## config.mk

```make
export PLATFORM = sky130hd
export DESIGN_NAME = llmint8_stream_quantizer
export DESIGN_NICKNAME = d
export VERILOG_FILES = /design/src/rtl/llmint8_quant_pkg.sv /design/src/rtl/llmint8_recip_divider.sv /design/src/rtl/llmint8_stream_quantizer.sv
export SDC_FILE = /design/constraint.sdc
export NUM_CORES = 2
export LEC_CHECK = 0
export CAP_MARGIN = 0
export CORE_MARGIN = 10
export CORE_UTILIZATION = 60
export CTS_CLUSTER_SIZE = 40
export DETAILED_ROUTE_END_ITERATION = 6
export GPL_ROUTABILITY_DRIVEN = 0
export PLACE_DENSITY = 0.85
export SYNTH_ARGS = -nofsm -noshare
export SYNTH_HDL_FRONTEND = slang
export SYNTH_SLANG_ARGS = --single-unit
```

## constraint.sdc

```tcl
create_clock -name clk -period 20.3 [get_ports clk]
set_input_delay 3.045 -clock clk [delete_from_list [all_inputs] [get_ports clk]]
set_output_delay 3.045 -clock clk [all_outputs]
set_load 0.01 [all_outputs]
```

## src/rtl/llmint8_quant_pkg.sv

```systemverilog
// Shared types and sizing helpers for the streaming int8 block quantizer.
package llmint8_quant_pkg;

  typedef enum logic [2:0] {
    S_IDLE,
    S_MAX,
    S_DIV,
    S_MULT,
    S_OUT
  } state_t;

  function automatic int qmax(input int out_width);
    return (1 << (out_width - 1)) - 1;
  endfunction

  function automatic int recip_width(input int out_width, input int recip_frac_width);
    return out_width - 1 + recip_frac_width;
  endfunction

endpackage

```

## src/rtl/llmint8_recip_divider.sv

```systemverilog
// Sequential unsigned restoring divider: one quotient bit per clock, NUM_W clocks per division.
module llmint8_recip_divider #(
  parameter int NUM_W = 23,
  parameter int DEN_W = 16
) (
  input  logic             clk,
  input  logic             rst,
  input  logic             start,
  input  logic [NUM_W-1:0] numerator,
  input  logic [DEN_W-1:0] denominator,
  output logic             busy,
  output logic             done,
  output logic [NUM_W-1:0] quotient
);

  localparam int CW = $clog2(NUM_W + 1);

  logic [DEN_W-1:0] r_rem;
  logic [DEN_W-1:0] r_den;
  logic [NUM_W-1:0] r_quo;
  logic [CW-1:0]    r_cnt;
  logic             r_busy;
  logic             r_done;

  logic [DEN_W:0]   w_shift;
  logic [DEN_W-1:0] w_diff;
  logic             w_ge;

  // Numerator bits shift out of the top of r_quo as quotient bits shift in.
  assign w_shift = {r_rem, r_quo[NUM_W-1]};
  assign w_ge    = w_shift >= {1'b0, r_den};
  assign w_diff  = w_shift[DEN_W-1:0] - r_den;

  always_ff @(posedge clk or posedge rst) begin
    if (rst) begin
      r_rem  <= '0;
      r_den  <= '0;
      r_quo  <= '0;
      r_cnt  <= '0;
      r_busy <= 1'b0;
      r_done <= 1'b0;
    end else if (start) begin
      r_rem  <= '0;
      r_den  <= denominator;
      r_quo  <= numerator;
      r_cnt  <= CW'(NUM_W);
      r_busy <= 1'b1;
      r_done <= 1'b0;
    end else if (r_busy) begin
      r_rem  <= w_ge ? w_diff : w_shift[DEN_W-1:0];
      r_quo  <= {r_quo[NUM_W-2:0], w_ge};
      r_cnt  <= r_cnt - CW'(1);
      if (r_cnt == CW'(1)) begin
        r_busy <= 1'b0;
        r_done <= 1'b1;
      end
    end else begin
      r_done <= 1'b0;
    end
  end

  assign busy     = r_busy;
  assign done     = r_done;
  assign quotient = r_quo;

endmodule

```

## src/rtl/llmint8_stream_quantizer.sv

```systemverilog
// Handshaked int8 block quantizer: absmax, reciprocal scale, round and saturate to int8.
// Optional saturation-count macro adds a saturating count of clamped lanes (sat_count).
//
// state  | meaning
// S_IDLE | ready for a block, capture on valid
// S_MAX  | absmax of captured block, start divider unless zero
// S_DIV  | wait for reciprocal scale
// S_MULT | scale, round, saturate, register outputs
// S_OUT  | hold outputs until downstream accepts
module llmint8_stream_quantizer
  import llmint8_quant_pkg::*;
#(
  parameter int IN_WIDTH         = 16,
  parameter int IN_FRAC_WIDTH    = 8,
  parameter int IN_SIZE          = 4,
  parameter int IN_PARALLELISM   = 1,
  parameter int OUT_WIDTH        = 8,
  parameter int RECIP_FRAC_WIDTH = 16
) (
  input  logic                        clk,
  input  logic                        rst,
  input  logic signed [IN_WIDTH-1:0]  data_in [IN_PARALLELISM*IN_SIZE],
  input  logic                        data_in_valid,
  output logic                        data_in_ready,
  output logic signed [OUT_WIDTH-1:0] data_out [IN_PARALLELISM*IN_SIZE],
  output logic [IN_WIDTH-1:0]         max_num_out,
  output logic                        zero_block,
  output logic                        data_out_valid,
`ifdef LLMINT8_QUANT_SAT_COUNT_EN
  output logic [15:0]                 sat_count,
`endif
  input  logic                        data_out_ready
);

  localparam int N      = IN_PARALLELISM * IN_SIZE;
  localparam int QMAX_L = qmax(OUT_WIDTH);
  localparam int RW     = recip_width(OUT_WIDTH, RECIP_FRAC_WIDTH);
  localparam int PW     = IN_WIDTH + RW + 1;
  localparam logic [RW-1:0]        NUMER  = RW'(QMAX_L) << RECIP_FRAC_WIDTH;
  localparam logic signed [PW-1:0] P_QMAX = PW'(QMAX_L);
  localparam logic signed [PW-1:0] P_HALF = PW'(1) << (RECIP_FRAC_WIDTH - 1);

  // The fraction width cancels in x/absmax, so it only has to be sane.
  if (IN_FRAC_WIDTH < 0 || IN_FRAC_WIDTH >= IN_WIDTH) begin : g_bad_frac
    $error("IN_FRAC_WIDTH out of range");
  end

  state_t r_state, w_next;

  logic signed [IN_WIDTH-1:0]  r_data [N];
  logic [IN_WIDTH-1:0]         w_mag [N];
  logic [IN_WIDTH-1:0]         w_absmax;
  logic [IN_WIDTH-1:0]         r_absmax;
  logic                        r_zero;
  logic                        w_div_start;
  logic                        w_div_busy;
  logic                        w_div_done;
  logic [RW-1:0]               w_quot;
  logic [RW-1:0]               w_recip;
  logic signed [PW-1:0]        w_prod [N];
  logic signed [PW-1:0]        w_q [N];
  logic signed [OUT_WIDTH-1:0] w_sat [N];
  logic [N-1:0]                w_clamp;
  logic signed [OUT_WIDTH-1:0] r_data_out [N];
  logic [IN_WIDTH-1:0]         r_max_out;
  logic                        r_zero_out;

  // Magnitude of -2^(W-1) wraps to 2^(W-1), which is exact when read unsigned.
  always_comb begin
    w_absmax = '0;
    for (int i = 0; i < N; i++) begin
      w_mag[i] = r_data[i];
      if (r_data[i][IN_WIDTH-1]) w_mag[i] = ~w_mag[i] + IN_WIDTH'(1);
      if (w_mag[i] > w_absmax) w_absmax = w_mag[i];
    end
  end

  assign w_div_start = (r_state == S_MAX) && (w_absmax != '0);

  llmint8_recip_divider #(
    .NUM_W (RW),
    .DEN_W (IN_WIDTH)
  ) u_div (
    .clk         (clk),
    .rst         (rst),
    .start       (w_div_start),
    .numerator   (NUMER),
    .denominator (w_absmax),
    .busy        (w_div_busy),
    .done        (w_div_done),
    .quotient    (w_quot)
  );

  always_comb begin
    w_recip = r_zero ? '0 : w_quot;
    w_clamp = '0;
    for (int i = 0; i < N; i++) begin
      w_prod[i] = PW'(r_data[i]) * PW'($signed({1'b0, w_recip}));
      w_q[i]    = (w_prod[i] + P_HALF) >>> RECIP_FRAC_WIDTH;
      if (w_q[i] > P_QMAX) begin
        w_sat[i]   = OUT_WIDTH'(QMAX_L);
        w_clamp[i] = 1'b1;
      end else if (w_q[i] < -P_QMAX) begin
        w_sat[i]   = OUT_WIDTH'(-QMAX_L);
        w_clamp[i] = 1'b1;
      end else begin
        w_sat[i] = w_q[i][OUT_WIDTH-1:0];
      end
    end
  end

  always_ff @(posedge clk or posedge rst) begin
    if (rst) r_state <= S_IDLE;
    else     r_state <= w_next;
  end

  always_comb begin
    w_next = r_state;
    case (r_state)
      S_IDLE:  if (data_in_valid) w_next = S_MAX;
      S_MAX:   w_next = (w_absmax == '0) ? S_MULT : S_DIV;
      S_DIV:   if (w_div_done && !w_div_busy) w_next = S_MULT;
      S_MULT:  w_next = S_OUT;
      S_OUT:   if (data_out_ready) w_next = S_IDLE;
      default: w_next = S_IDLE;
    endcase
  end

  always_ff @(posedge clk or posedge rst) begin
    if (rst) begin
      for (int i = 0; i < N; i++) begin
        r_data[i]     <= '0;
        r_data_out[i] <= '0;
      end
      r_absmax   <= '0;
      r_zero     <= 1'b0;
      r_max_out  <= '0;
      r_zero_out <= 1'b0;
    end else begin
      case (r_state)
        S_IDLE: begin
          if (data_in_valid) begin
            for (int i = 0; i < N; i++) r_data[i] <= data_in[i];
          end
        end
        S_MAX: begin
          r_absmax <= w_absmax;
          r_zero   <= (w_absmax == '0);
        end
        S_MULT: begin
          for (int i = 0; i < N; i++) r_data_out[i] <= w_sat[i];
          r_max_out  <= r_absmax;
          r_zero_out <= r_zero;
        end
        default: ;
      endcase
    end
  end

`ifdef LLMINT8_QUANT_SAT_COUNT_EN
  localparam int CNTW = $clog2(N + 1);

  logic [15:0]   r_sat_count;
  logic [CNTW-1:0] w_nclamp;
  logic [16:0]   w_sum;

  always_comb begin
    w_nclamp = '0;
    for (int i = 0; i < N; i++) w_nclamp = w_nclamp + CNTW'(w_clamp[i]);
    w_sum = {1'b0, r_sat_count} + 17'(w_nclamp);
  end

  always_ff @(posedge clk or posedge rst) begin
    if (rst)                    r_sat_count <= '0;
    else if (r_state == S_MULT) r_sat_count <= w_sum[16] ? 16'hFFFF : w_sum[15:0];
  end

  assign sat_count = r_sat_count;
`endif

  assign data_in_ready  = (r_state == S_IDLE);
  assign data_out_valid = (r_state == S_OUT);
  assign data_out       = r_data_out;
  assign max_num_out    = r_max_out;
  assign zero_block     = r_zero_out;

endmodule

```

**After elaboration in Yosys (flattened, before gate mapping)**

Index checks and enable logic that the tools add are counted.

- Bits in registers: 195
- Input port bits: 68
- Output and inout port bits: 51
- Logic and storage cells: 103

- Add/sub/neg operators: 10
- $mul: 4
- Magnitude comparators: 13
- Eq/ne operators: 9
- Multiplexer cells: 35
- Bitwise logic cells: 4
- Reduce and logical (&&, ||, !) cells: 9

Operators by type and width:

| cell | count |
|---|---|
| $mux W16 | 11 |
| $add A40 B17 Y40 const B | 4 |
| $mul A16 B24 Y40 | 4 |
| $gt A24 B8 Y1 const B | 4 |
| $lt A24 B8 Y1 const B | 4 |
| $mux W23 | 3 |
| $add A16 B1 Y16 const B | 4 |
| $mux W8 | 8 |
| $not A16 Y16 | 4 |
| $gt A16 B16 Y1 | 3 |
| $ge A17 B16 Y1 | 1 |
| $gt A16 B1 Y1 const B | 1 |
| $logic_not A16 Y1 | 1 |
| $reduce_bool A16 Y1 | 1 |
| $sub A16 B16 Y16 | 1 |
| $pmux W3 S5 | 1 |
| $mux W5 | 2 |
| $mux W3 | 3 |
| $mux W1 | 7 |
| $eq A3 B2 Y1 const B | 2 |
| $eq A5 B1 Y1 const B | 1 |
| $sub A5 B1 Y5 const B | 1 |
| $ne A2 B2 Y1 const B | 2 |
| $eq A3 B1 Y1 const B | 1 |
| 9 further kinds | 10 |

**Longest topological paths before layout**

- Depth after elaboration: 14
- Depth in mapped cells: 45
- Gate-level depth less buffers: 37

**Modules after synthesis**

Synthesis repeated with hierarchy kept, for this count alone.

- Cells, all modules: 6994
- Area total of the unflattened synthesis: 60409.2 sq um

Modules (own cells, without submodules):

| module | instances | cells an instance | area each (sq um) | sequential area each (sq um) |
|---|---|---|---|---|
| llmint8_stream_quantizer | 1 | 6572 | 56578.0 | 3328.2 |
| llmint8_recip_divider | 1 | 422 | 3831.2 | 1551.5 |

**Worst setup path before layout**

No wires, ideal clock.

- Path type: flip-flop to flip-flop
- Start point: register r_data[32] (netlist bit)
- End point: register u_div.r_quo[22], in the netlist u_div.quotient[22]
- Library setup time: 134 ps
- Arrival: 9085 ps
- Required time: 20166 ps
- Setup slack: 11081 ps
- Stages on the path, launching flop included: 42
- Buffers on the path: 7
- Period minus slack after synthesis: 9219 ps
- Path through: dfrtp_1 buf_4 clkinv_1 clkbuf_1 ha_1 or3b_2 nor3_2 nand2_1 o31ai_1 xor2_1 inv_1 ha_1 nand3_1 o211ai_1 nor2_1 o211ai_2 nand2_1 clkbuf_1 (+6 left out) o21a_1 clkbuf_1 nor2_1 clkbuf_1 a21oi_1 ha_1 a2111o_1 a31oi_1 o21ai_1 a221oi_1 nor2_1 clkbuf_1 o41ai_1 a21oi_2 or4_4 o31ai_4 buf_4 o211ai_1

- Longest elaborated chain between the ends: 12
- Elaborated cells on any way between the ends: 13
- Those cells by class: 1 x add/sub; 3 x order compare; 5 x mux; 1 x bitwise; 3 x reduce/logical

RTL lines:

| what | RTL line | source |
|---|---|---|
| start: declaration | llmint8_stream_quantizer.sv:50 | `logic signed [IN_WIDTH-1:0] r_data [N];` |
| start signal: indexed assignment | llmint8_stream_quantizer.sv:132 | `r_data[i] <= '0;` |
| $not A16 Y16 | llmint8_stream_quantizer.sv:73 | `if (r_data[i][IN_WIDTH-1]) w_mag[i] = ~w_mag[i] + IN_WIDTH'(1);` |
| $add A16 B1 Y16 | llmint8_stream_quantizer.sv:73 |  |
| $mux W16 (*) | llmint8_stream_quantizer.sv:73 |  |
| $gt A16 B16 Y1 | llmint8_stream_quantizer.sv:74 | `if (w_mag[i] > w_absmax) w_absmax = w_mag[i];` |
| $mux W16 (*) | llmint8_stream_quantizer.sv:74 |  |
| $gt A16 B16 Y1 | llmint8_stream_quantizer.sv:74 |  |
| $mux W16 (*) | llmint8_stream_quantizer.sv:74 |  |
| $gt A16 B16 Y1 | llmint8_stream_quantizer.sv:74 |  |
| $mux W16 (*) | llmint8_stream_quantizer.sv:74 |  |
| $reduce_bool A16 Y1 (*) | llmint8_stream_quantizer.sv:78 | `assign w_div_start = (r_state == S_MAX) && (w_absmax != '0);` |
| $logic_and A1 B1 Y1 (*) | llmint8_stream_quantizer.sv:78 |  |
| $mux W23 or $reduce_bool A2 Y1 (tied branches) | n/a |  |
| end signal: assignment | llmint8_recip_divider.sv:45 | `r_quo <= numerator;` |
| end signal: assignment | llmint8_recip_divider.sv:51 | `r_quo <= {r_quo[NUM_W-2:0], w_ge};` |
| end: declaration | llmint8_recip_divider.sv:20 | `logic [NUM_W-1:0] r_quo;` |

Every way passes the cells marked *; elsewhere a longest branch is shown, timed or not.
A chain may end at the register's enable or synchronous reset.

**Worst setup path in the final report**

- Start point: register r_data[33] (netlist bit)
- End point: register u_div.r_busy, in the netlist u_div.busy

- Longest elaborated chain between the ends: 12

RTL lines:

| what | RTL line | source |
|---|---|---|
| $not A16 Y16 | llmint8_stream_quantizer.sv:73 |  |
| $add A16 B1 Y16 | llmint8_stream_quantizer.sv:73 |  |
| $mux W16 (*) | llmint8_stream_quantizer.sv:73 |  |
| $gt A16 B16 Y1 | llmint8_stream_quantizer.sv:74 |  |
| $mux W16 (*) | llmint8_stream_quantizer.sv:74 |  |
| $gt A16 B16 Y1 | llmint8_stream_quantizer.sv:74 |  |
| $mux W16 (*) | llmint8_stream_quantizer.sv:74 |  |
| $gt A16 B16 Y1 | llmint8_stream_quantizer.sv:74 |  |
| $mux W16 (*) | llmint8_stream_quantizer.sv:74 |  |
| $reduce_bool A16 Y1 (*) | llmint8_stream_quantizer.sv:78 |  |
| $logic_and A1 B1 Y1 (*) | llmint8_stream_quantizer.sv:78 |  |
| $mux W1 (*) | llmint8_recip_divider.sv:42 | `end else if (start) begin` |
| end signal: assignment | llmint8_recip_divider.sv:40 | `r_busy <= 1'b0;` |
| end signal: assignment | llmint8_recip_divider.sv:47 | `r_busy <= 1'b1;` |
| end signal: assignment | llmint8_recip_divider.sv:54 | `r_busy <= 1'b0;` |
| end: declaration | llmint8_recip_divider.sv:22 | `logic r_busy;` |

Marks and branches as above.

==> run summary <==
status = finished, violations left
failing checks = design-rule violations
post-route cell area = 63400 um2
met3 usage = 0.119
Remaining DRCs = 3
setup violators final = 0
Hold Crit Class = register to register
Core Region = 100000 um2
critical path startpoint = r_data[33]
Max Fclk = 0.0832 GHz
Slowest cell on crit path = or2_0
min Tclk post-route = 12020 ps
peak per-stage delay on the critical path = 990 ps
clock-pin transition on the worst setup and hold timing paths = 90 ps
Post-Syn Area = 60600 um2
RSZ-0062 raised after global routing = false
setup bufs post-CTS = 0
asr flop ratio synth = 1.00
buffer depth of the longest clock path = 2
EDFF count, synth = 0
met1 Usage GRT = 0.386
share of post-route cells with drive strength above 1 = 0.0382
Worst path top cell family by delay = simple AND/OR/NAND/NOR gates
GR peak layer = met2
post-synth cell types = 91
Pre-antenna DRT Iters = 7
CTS Hold Bufs = 0
critical path capture point type = register
worst skew pair latency = 530 ps
Die Ht = 338 um
global-route wire length before repair = 289 mm
#FFs+latches synth = 195
met2 Track Usage GR = 0.497
drt total wl = 183 mm
Synthesized Nets = 8880
initial antenna violation count = 13
I/O Buffers = 118
FP Rows = 116
DR iter-0 viols = 5449
Hold Startpoint = max_num_out[6]
starting density of the core = 0.605
WP data required = 20630 ps
Resized cells post-CTS = 0
total gr overflow = 0
NumNets Final = 8686
clk sinks = 195
Final Non-Filler Cells = 8166
I/O pin count = 119
Crit Reg-Reg Startpoint = r_data[33]
instance area at placement = 62700 um2
width of the die = 338 um
Worst EP arrival = 12360 ps
area delta synth->final = 4.57%
GRT Resource Usage Total = 0.325
Vias per Instance = 6.20
Worst Path Buf+Inv = 3
via count = 50600
startpoint types = register
Num CTS Buffers = 17
Die Area = 114000 um2
Placed Instances = 8127
post-DP HPWL = 138 mm
Final Hold Violating Endpoints = 0
yosys warns = 0
H-tree depth = 4
prevailing post-synth register cell = dfrtp_1
crit path kind = register to register
wire per inst = 22.4 um
largest net degree at the start of global routing = 70
sequential-to-total area share from yosys stat = 0.0805
DRT antenna net count = 0
worst slew pin tran = 1340 ps
CTS tree = yes
Max-slew headroom = 0.107
max cap viols = 0
number of cells produced by synthesis = 7042
final slew viol count = 0
post-route clock period utilization = 0.592
final setup TNS = 0 ps
root buffer cell = clkbuf_16
clk_skew = 29.2 ps
number of global-route vias before repair = 53500
mean area per synthesized cell = 8.60 um2
crit path max fanout = 25
-- worst paths after layout --
check	depth (start not counted)	slack (ps)	end
worst max-delay path	36	8280	u_div.busy
worst min-delay path	2	480	max_num_out[6]
worst max register to register	36	8280	u_div.busy
worst min register to register	2	480	max_num_out[6]
max in group asynchronous	4	15110	r_state[2]
min in group asynchronous	2	2960	data_out[25]
-- Yosys cell counts, drive strengths merged (33+ instances only) --
| cell type | number | area share |
|---|---|---|
| nand3 | 60 | 0.0050 |
| clkbuf | 403 | 0.025 |
| xor2 | 55 | 0.0080 |
| fa | 1165 | 0.38 |
| o211ai | 39 | 0.0049 |
| a21o | 95 | 0.012 |
| nor2 | 281 | 0.017 |
| xnor2 | 87 | 0.013 |
| a21oi | 149 | 0.012 |
| inv | 1400 | 0.087 |
| o21ai | 140 | 0.012 |
| a211oi | 58 | 0.0072 |
| dfrtp | 195 | 0.081 |
| nor3 | 59 | 0.0050 |
| mux2 | 59 | 0.011 |
| ha | 605 | 0.12 |
| mux2i | 44 | 0.0073 |
| and2 | 447 | 0.046 |
| nand2 | 1176 | 0.073 |
| nor2b | 33 | 0.0034 |
| nand4 | 36 | 0.0037 |
| nand2b | 43 | 0.0046 |
-- stage by stage --
step / setup slack, ps / util / hold slack, ps
4_1_cts: 8810 / 0.632 / 487
3_3_place_gp: 9190 / 0.626 / 458
5_1_grt: 7600 / 0.632 / 513
2_1_floorplan: 11080 / - / 439
3_5_place_dp: 8850 / 0.626 / 466
6_report: 8280 / 0.633 / 483
-- cell families (layout without fill, tap and decap cells) --
logic type,after synthesis,after routing,share of synthesized area
compound gates,711,711,0.0806
xor+xnor,142,142,0.0205
fa+ha+maj,1770,1770,0.510
buf+inv,1838,1657,0.114
flops,195,195,0.0805
mux,103,103,0.0184
other cells,0,7,0
simple gates,2283,2283,0.176
-- state kept, by name (all words and copies together), names as in the netlist --
name	cells
r_absmax	16
u_div.r_rem	16
u_div.quotient	23
data_out	32
u_div.r_den	16
zero_block	1
max_num_out	16
r_data	64
u_div.r_cnt	5
r_zero	1
u_div.done	1
u_div.busy	1
r_state	3
-- worst min-delay path, stage by stage, from the launching register on --
cell and delay [ps]:
dfrtp_1 350, nand2_1 50, nand2_1 50
-- final cells by class --
cell class | count | area [um2]
Clock inverter | 14 | 189
Clock buffer | 18 | 439
Sequential cell | 195 | 4880
Antenna cell | 7 | 17.5
Inverter | 1407 | 5290
Tap cell | 1298 | 1620
Multi-Input combinational cell | 5009 | 49000
Timing Repair Buffer | 218 | 1930
Fill cell | 7769 | 36800
-- placed cells by master (no fill, tap or decap), types with 12 or more instances in the layout --
master / n
a211oi_1: 58
mux2i_1: 44
or2_2: 13
o211ai_1: 38
clkdlybuf4s50_1: 118
xor2_1: 55
nor2b_4: 22
o31ai_1: 26
a21oi_1: 147
o21ai_0: 130
a21o_1: 95
and4_1: 12
inv_1: 1398
buf_4: 100
and2_1: 445
clkbuf_16: 17
nor4_1: 29
xnor2_1: 87
nand2_1: 1176
nand2b_1: 42
ha_1: 605
o2111ai_1: 14
fa_1: 1165
a2111oi_0: 14
nor3_1: 58
dfrtp_1: 193
and3_1: 18
nor2_1: 279
or3_1: 22
nand4_1: 36
or4_1: 15
nand3_1: 60
a31oi_1: 19
mux2_2: 57
o21a_1: 27
-- metal layers --
layer	vias to the layer above	part of all wire	wire [um]
li1	21300	-	-
met1	24800	0.34	62400
met2	3497	0.44	79700
met3	1066	0.14	25900
met4	16	0.079	14400
met5	-	0.0012	219
Power is left out: the tool's default activity adds up to more than one toggle a clock period on the data nets, which glitch-free logic cannot reach.
